[config.mk]
export PLATFORM = sky130hd
export DESIGN_NAME = cic3_decim
export DESIGN_NICKNAME = d
export VERILOG_FILES = /design/src/rtl/cic3_decim.sv
export SDC_FILE = /design/constraint.sdc
export NUM_CORES = 1
export LEC_CHECK = 0
export ABC_AREA = 0
export ABC_CLOCK_PERIOD_IN_PS = 4900
export CAP_MARGIN = 30
export CORE_ASPECT_RATIO = 1.4
export CORE_MARGIN = 3
export CORE_UTILIZATION = 39
export CTS_BUF_LIST = sky130_fd_sc_hd__clkbuf_16
export CTS_CLUSTER_DIAMETER = 40
export DETAILED_ROUTE_END_ITERATION = 16
export GPL_TIMING_DRIVEN = 0
export PLACE_DENSITY_LB_ADDON = 0.2
export SYNTH_ARGS = -nofsm -noshare
export SYNTH_HDL_FRONTEND = slang
export SYNTH_SLANG_ARGS = --single-unit
export TNS_END_PERCENT = 30
[constraint.sdc]
create_clock -name CLK -period 4.9 [get_ports CLK]
set_input_delay 0.98 -clock CLK [delete_from_list [all_inputs] [get_ports CLK]]
set_output_delay 0.98 -clock CLK [all_outputs]
set_load 0.01 [all_outputs]
[src/rtl/cic3_decim.sv]
// Third-order CIC (sinc^3) decimator: 1-bit delta-sigma stream in, 16-bit PCM out at fs/R.
// Optional output saturation is enabled by defining CIC_SAT_EN.
module cic3_decim #(
  parameter int LOG2R  = 4,
  parameter int ACC_W  = 3 * LOG2R + 2,
  parameter int OSHIFT = 15 - 3 * LOG2R
) (
  input  logic        CLK,
  input  logic        reset,
  input  logic        en,
  input  logic        bit_in,
  output logic [15:0] out,
  output logic        out_valid
);

`ifdef CIC_SAT_EN
  localparam logic SAT_EN = 1'b1;
`else
  localparam logic SAT_EN = 1'b0;
`endif

  typedef enum logic [0:0] {FILL = 1'b0, RUN = 1'b1} state_t;

  logic        [ACC_W-1:0] integ1_r, integ2_r, integ3_r;
  logic        [ACC_W-1:0] d1_r, d2_r, d3_r;
  logic        [LOG2R-1:0] cnt_r;
  logic        [15:0]      out_r;
  logic                    out_valid_r;
  state_t                  state_r, state_s;
  logic        [1:0]       fill_r, fill_s;
  logic                    load_s;
  logic                    wrap_s;
  logic        [ACC_W-1:0] x_s;
  logic        [ACC_W-1:0] v0_s, c1_s, c2_s;
  logic signed [ACC_W-1:0] c3_s;
  logic signed [31:0]      y_s;

  // Clamp to the 16-bit range when saturation is built in; otherwise plain truncation.
  function automatic logic [15:0] scale_f(input logic signed [31:0] y);
    logic [15:0] r;
    if (SAT_EN && (y > 32'sd32767)) begin
      r = 16'h7FFF;
    end else if (SAT_EN && (y < -32'sd32768)) begin
      r = 16'h8000;
    end else begin
      r = y[15:0];
    end
    return r;
  endfunction

  // Combinational datapath: input mapping, wrap detect and the comb cascade on integ3's next value.
  always_comb begin
    x_s    = bit_in ? ACC_W'(1'b1) : {ACC_W{1'b1}};
    wrap_s = en && (cnt_r == {LOG2R{1'b1}});
    v0_s   = integ3_r + integ2_r;
    c1_s   = v0_s - d1_r;
    c2_s   = c1_s - d2_r;
    c3_s   = c2_s - d3_r;
    y_s    = 32'(c3_s) <<< OSHIFT;
  end

  // Integrators, phase counter and comb delays; all hold while en is low.
  always_ff @(posedge CLK or negedge reset) begin
    if (!reset) begin
      integ1_r <= {ACC_W{1'b0}};
      integ2_r <= {ACC_W{1'b0}};
      integ3_r <= {ACC_W{1'b0}};
      d1_r     <= {ACC_W{1'b0}};
      d2_r     <= {ACC_W{1'b0}};
      d3_r     <= {ACC_W{1'b0}};
      cnt_r    <= {LOG2R{1'b0}};
    end else if (en) begin
      integ1_r <= integ1_r + x_s;
      integ2_r <= integ2_r + integ1_r;
      integ3_r <= v0_s;
      cnt_r    <= cnt_r + LOG2R'(1'b1);
      if (wrap_s) begin
        d1_r <= v0_s;
        d2_r <= c1_s;
        d3_r <= c2_s;
      end
    end
  end

  // FSM state register: FILL until the comb delays are primed, then RUN.
  always_ff @(posedge CLK or negedge reset) begin
    if (!reset) begin
      state_r <= FILL;
      fill_r  <= 2'd0;
    end else begin
      state_r <= state_s;
      fill_r  <= fill_s;
    end
  end

  // FSM next state; the third wrap edge in FILL moves to RUN, wrap edges in RUN load out.
  always_comb begin
    state_s = state_r;
    fill_s  = fill_r;
    load_s  = 1'b0;
    case (state_r)
      FILL: begin
        if (wrap_s) begin
          fill_s = fill_r + 2'd1;
          if (fill_r == 2'd2) begin
            state_s = RUN;
          end else begin
            state_s = FILL;
          end
        end else begin
          fill_s = fill_r;
        end
      end
      RUN: begin
        if (wrap_s) begin
          load_s = 1'b1;
        end else begin
          load_s = 1'b0;
        end
      end
      default: begin
        state_s = FILL;
        fill_s  = 2'd0;
      end
    endcase
  end

  // Output word and its one-cycle valid strobe.
  always_ff @(posedge CLK or negedge reset) begin
    if (!reset) begin
      out_r       <= 16'h0000;
      out_valid_r <= 1'b0;
    end else begin
      out_valid_r <= load_s;
      if (load_s) begin
        out_r <= scale_f(y_s);
      end
    end
  end

  assign out       = out_r;
  assign out_valid = out_valid_r;

endmodule

-- Yosys cells after proc, flatten, opt, wreduce, memory -nomap -nowiden
Cells that the tools add are included.
- reductions and logical operators: 3
- add/subtract/negate cells: 8
- multiplexer cells: 6
- bitwise gates (word level): 1
- eq/ne operators: 2
- operators by type and width (kind ; number):
    adder 14 bit ; 3
    subtractor 13 bit ; 3
    2-to-1 mux 14 bit ; 1
    2-to-1 mux 1 bit ; 5
    adder 4 x 1 -> 4 bit (second input constant) ; 1
    == test 4 bit (second input constant) ; 1
    AND reduction 2 bit ; 2
    adder 2 x 1 -> 2 bit (second input constant) ; 1
    == test 2 bit (second input constant) ; 1
    logical AND 1 bit ; 1
    NOT 1 bit ; 1
- register bits after elaboration: 102
- input bits: 4
- output and inout bits: 17

-- Longest topological paths before layout
- depth after elaboration: 4
- depth in mapped cells: 28

-- Worst setup path before layout
OpenSTA, ideal clock, no wires.
- kind: register to register
- start point: reg integ2_r[0]
- end point: reg out_r[15] (netlist: out[15])
- path buffers: 0
- data arrival time: 5.186 ns
- clock period less this slack: 5.262 ns
- path slack: -0.362 ns
- stages on the path, launching flop included: 25
- library setup time: 0.076 ns
- cell sequence: dfrtp_1 > ha_1 > fa_1 > a211o_1 > o2111ai_1 > nand2_1 > xor2_1 > ha_1 > nor4_1 > nor3_1 > a21o_1 > xor2_1 > ha_1 > or4_4 > a31oi_1 > xnor2_1 > ha_1 > nand2_1 > nor2_1 > a221oi_1 > nand2_1 > a21oi_1 > xor2_1 > xnor3_1 > o21ai_1
- cells in the longest elaborated chain, start to end: 4
- ends and longest elaborated chain (element ; line ; RTL):
    start, declared ; 24 ; logic [ACC_W-1:0] integ1_r, integ2_r, integ3_r;
    start signal, assigned ; 66 ; integ2_r <= {ACC_W{1'b0}};
    start signal, assigned ; 74 ; integ2_r <= integ2_r + integ1_r;
    adder 14 bit ; 55 ; v0_s = integ3_r + integ2_r;
    named net v0_s[6] ; 34 ; logic [ACC_W-1:0] v0_s, c1_s, c2_s;
    subtractor 13 bit ; 56 ; c1_s = v0_s - d1_r;
    named net c1_s[8] ; 34 ;
    subtractor 13 bit ; 57 ; c2_s = c1_s - d2_r;
    named net c2_s[10] ; 34 ;
    subtractor 13 bit ; 58 ; c3_s = c2_s - d3_r;
    end signal, assigned ; 136 ; out_r <= scale_f(y_s);
    end, declared ; 27 ; logic [15:0] out_r;
The timed path passes the listed nets, and every way through them passes these cells.
A chain may end at the register's enable or synchronous reset.

-- Final worst setup path
- start point: reg integ3_r[0]
- end point: reg out_r[15] (netlist: out[15])
- cells in the longest elaborated chain, start to end: 4
- ends and longest elaborated chain (element ; line ; RTL):
    start, declared ; 24 ;
    start signal, assigned ; 67 ; integ3_r <= {ACC_W{1'b0}};
    start signal, assigned ; 75 ; integ3_r <= v0_s;
    adder 14 bit ; 55 ;
    named net v0_s[6] ; 34 ;
    subtractor 13 bit ; 56 ;
    named net c1_s[8] ; 34 ;
    subtractor 13 bit ; 57 ;
    named net c2_s[10] ; 34 ;
    subtractor 13 bit ; 58 ;
The timed path passes the listed nets, and every way through them passes these cells.

==> flow_summary.json <==
{
  "io_pins": 21,
  "globalRouteTotalUtil_pct": 15.36,
  "cts_tree": "done",
  "yosysUniqueCellTypes": 60,
  "ant_nets": 0,
  "violations": "setup timing",
  "cp-start-kind": "register",
  "synth_enable_flop_cells": 0,
  "async_flop_share_pct": 100.0,
  "path_class": "register to register",
  "rsz0062_at_grt": "yes",
  "rows": 56,
  "dp_slack_ns": -0.6388,
  "endpoint_kind": "register",
  "drc": 0,
  "post-route-period-util_pct": 109.3,
  "synthesis.area_um2": 6725,
  "port_buffers": 17,
  "overflow": 0,
  "worstReg2RegStart": "integ3_r[0]",
  "r2r-end": "out[15]",
  "fin_nets": 823,
  "h-tree-depth": 3,
  "cp_top_family": "simple AND/OR/NAND/NOR gates",
  "regToRegSetupSlack_ns": -0.45,
  "slowest_stage": "or4_4",
  "clk_latency_ns": 0.35,
  "synth.most_common_cell": "dfrtp_1",
  "grt_pass1_vias": 5190,
  "diodes": 0,
  "wl_um": 13440,
  "root_buffer": "clkbuf_16",
  "synth-seq-cells": 99,
  "skew_ns": 0.005792,
  "dr.pass1.iters": 4,
  "hold_path_class": "register to register",
  "ys_seq_area_share_pct": 36.84,
  "cp_data_arrival_time_ns": 5.63,
  "maxCapViolations": 0,
  "coreArea_um2": 16820,
  "worstHoldStart": "out[8]",
  "max-clock-path-buffers": 2,
  "clkTransAtPathRegs_ns": 0.07,
  "r2r_cells": 24,
  "place_hpwl_um": 10380,
  "hold_viol_final": 0,
  "synth_top_cell_by_area": "dfrtp_1",
  "worstPathRequired_ns": 5.18,
  "area_growth_pct": 14.34,
  "synth_area_leaders": "dfrtp_1, ha_1, mux2_2",
  "cp_max_fo": 6,
  "synth_common_cells": "dfrtp_1, ha_1, nand2_1, inv_1, o21ai_0",
  "slew_viol_final": 0,
  "setup_viol": 1,
  "start_util_pct": 39.99,
  "post-route-min-period_ns": 5.353,
  "drive_gt1_share_pct": 12.63,
  "cts_buffers": 9,
  "worst_slew_pin_slew_ns": 0.7173,
  "gp_congestion": 0.8231,
  "dieArea_um2": 18880,
  "setup_ws_ns": -0.4533,
  "drtIter0Drc": 137,
  "hold_path_end": "out[8]",
  "critPathBufInv": 0,
  "fp.dieH_um": 161.4,
  "cts.sinks": 99,
  "max_freq_mhz": 186.8,
  "syn-instance-count": 702,
  "min_path_cells": 2,
  "slew_headroom_pct": 52.00,
  "synth-warning-count": 0,
  "syn_avg_cell_area_um2": 9.580,
  "wire_per_inst_um": 14.19,
  "ys.flop_type": "dfrtp_1",
  "cp_slowest_stage_delay_ns": 0.56,
  "grt_antenna_before_repair": 0,
  "grt_pass1_wl_um": 23340,
  "path_cells": "ha_2 > fa_2 > a211o_1 > o2111ai_1 > nand2_1 > xor2_2 > ha_2 > nor3_1 > nor3_1 > a21o_1 > xor2_1 > ha_2 > or4_4 > a31oi_4 > xnor2_2 > ha_4 > nand2_1 > nor2_1 > a221oi_2 > nand2_1 > a21oi_2 > xor2_1 > xnor3_1 > o21ai_1",
  "dieWidth_um": 117.0,
  "vias_per_cell": 5.268,
  "vias": 4989,
  "status": "finished with violations",
  "yosysTopAreaCellShare_pct": 36.84,
  "grt_max_degree": 52
}
==> layer usage <==
metal	up-vias	share of wire, %	global-route usage (%)
li1	2508	-	-
met1	2416	41	16.62
met2	42	54	29.13
met3	23	1.6	1.612
met4	0	3.2	6.886
met5	-	0	0
==> metrics by stage <==
stage	TNS (ns)	hold WS (ns)	instances	cell area (um2)	util [%]
2_1_floorplan	-0.1720	0.4498	704	6768	-
3_3_place_gp	-111.16	0.4612	924	7192	42.77
3_5_place_dp	-0.9035	0.4694	925	7217	42.92
4_1_cts	-0.4322	0.4846	947	7679	45.66
5_1_grt	-1.229	0.5059	947	7690	45.73
6_report	-0.4533	0.4785	947	7690	45.73
==> how the worst max path moves through the flow <==
stage / from / end / slack, ns / cells past startpoint
floorplan: integ2_r[0] / out[15] / -0.17 / 26
global placement: reset / integ1_r[10] / -1.12 / 1
detailed placement: integ2_r[0] / out[15] / -0.64 / 26
CTS: integ3_r[0] / out[15] / -0.42 / 26
global route: integ3_r[0] / out[15] / -0.73 / 27
finish: integ3_r[0] / out[15] / -0.45 / 24
==> worst min-delay path: stages, from the launching register on <==
cell	delay [ns]
dfrtp_1	0.34
nand2_1	0.04
o21ai_0	0.06
==> cells by family (layout without fill, tap and decap cells) <==
group | Yosys count | count (layout) | share of synthesized area [%]
muxes | 43 | 43 | 7.107
other | 1 | 3 | 0.05576
and+or+nand+nor | 164 | 164 | 11.24
buffers and inverters | 77 | 117 | 4.465
DFF | 99 | 99 | 36.84
adders and majority gates | 79 | 79 | 15.37
xor gates and xnor gates | 66 | 66 | 8.912
AOI/OAI and AO/OA | 173 | 173 | 16.02
==> state kept, by name, summed over array words and instances (netlist names) <==
| register | cells |
|---|---|
| d1_r | 13 |
| d2_r | 13 |
| d3_r | 13 |
| integ1_r | 13 |
| integ2_r | 13 |
| integ3_r | 13 |
| out | 13 |
| cnt_r | 4 |
| fill_r | 2 |
| out_valid | 1 |
| state_r | 1 |
==> cell type report <==
cell class | count | area, um2
Buffer | 17 | 75.07
Clock buffer | 9 | 225.2
Clock inverter | 6 | 106.4
Fill cell | 1654 | 9126
Inverter | 59 | 221.5
Multi-Input combinational cell | 528 | 4075
Sequential cell | 99 | 2477
Tap cell | 203 | 254.0
Timing Repair Buffer | 26 | 255.2
==> layout by cell type, fill, tap and decap left out, drive strengths merged, types with 6 or more instances in the layout <==
cell type | netlist | routed
dfrtp | 99 | 99
o21bai | 6 | 6
nor3 | 11 | 11
o31ai | 6 | 6
a21oi | 39 | 39
a21o | 17 | 17
nor2b | 12 | 12
mux2 | 38 | 38
xnor2 | 42 | 42
nor2 | 39 | 39
nand2b | 6 | 6
o21a | 10 | 10
clkbuf | 13 | 22
clkdlybuf4s50 | 0 | 16
inv | 59 | 60
xor2 | 23 | 23
a31oi | 6 | 6
o21ai | 62 | 62
nand2 | 68 | 68
buf | 5 | 14
fa | 6 | 6
ha | 73 | 73
and3 | 6 | 6
==> timing repair <==
| action | 4_1_cts | 5_1_grt |
|---|---|---|
| endpoints found under the setup margin | 3 | 3 |
| pin swaps | 17 | 0 |
| setup buffers | 8 | 0 |
| hold buffers | 0 | 0 |
| resized for setup | 12 | 3 |
Power is left out: the tool's default activity adds up to more than one toggle a clock period on the data nets, which glitch-free logic cannot reach.
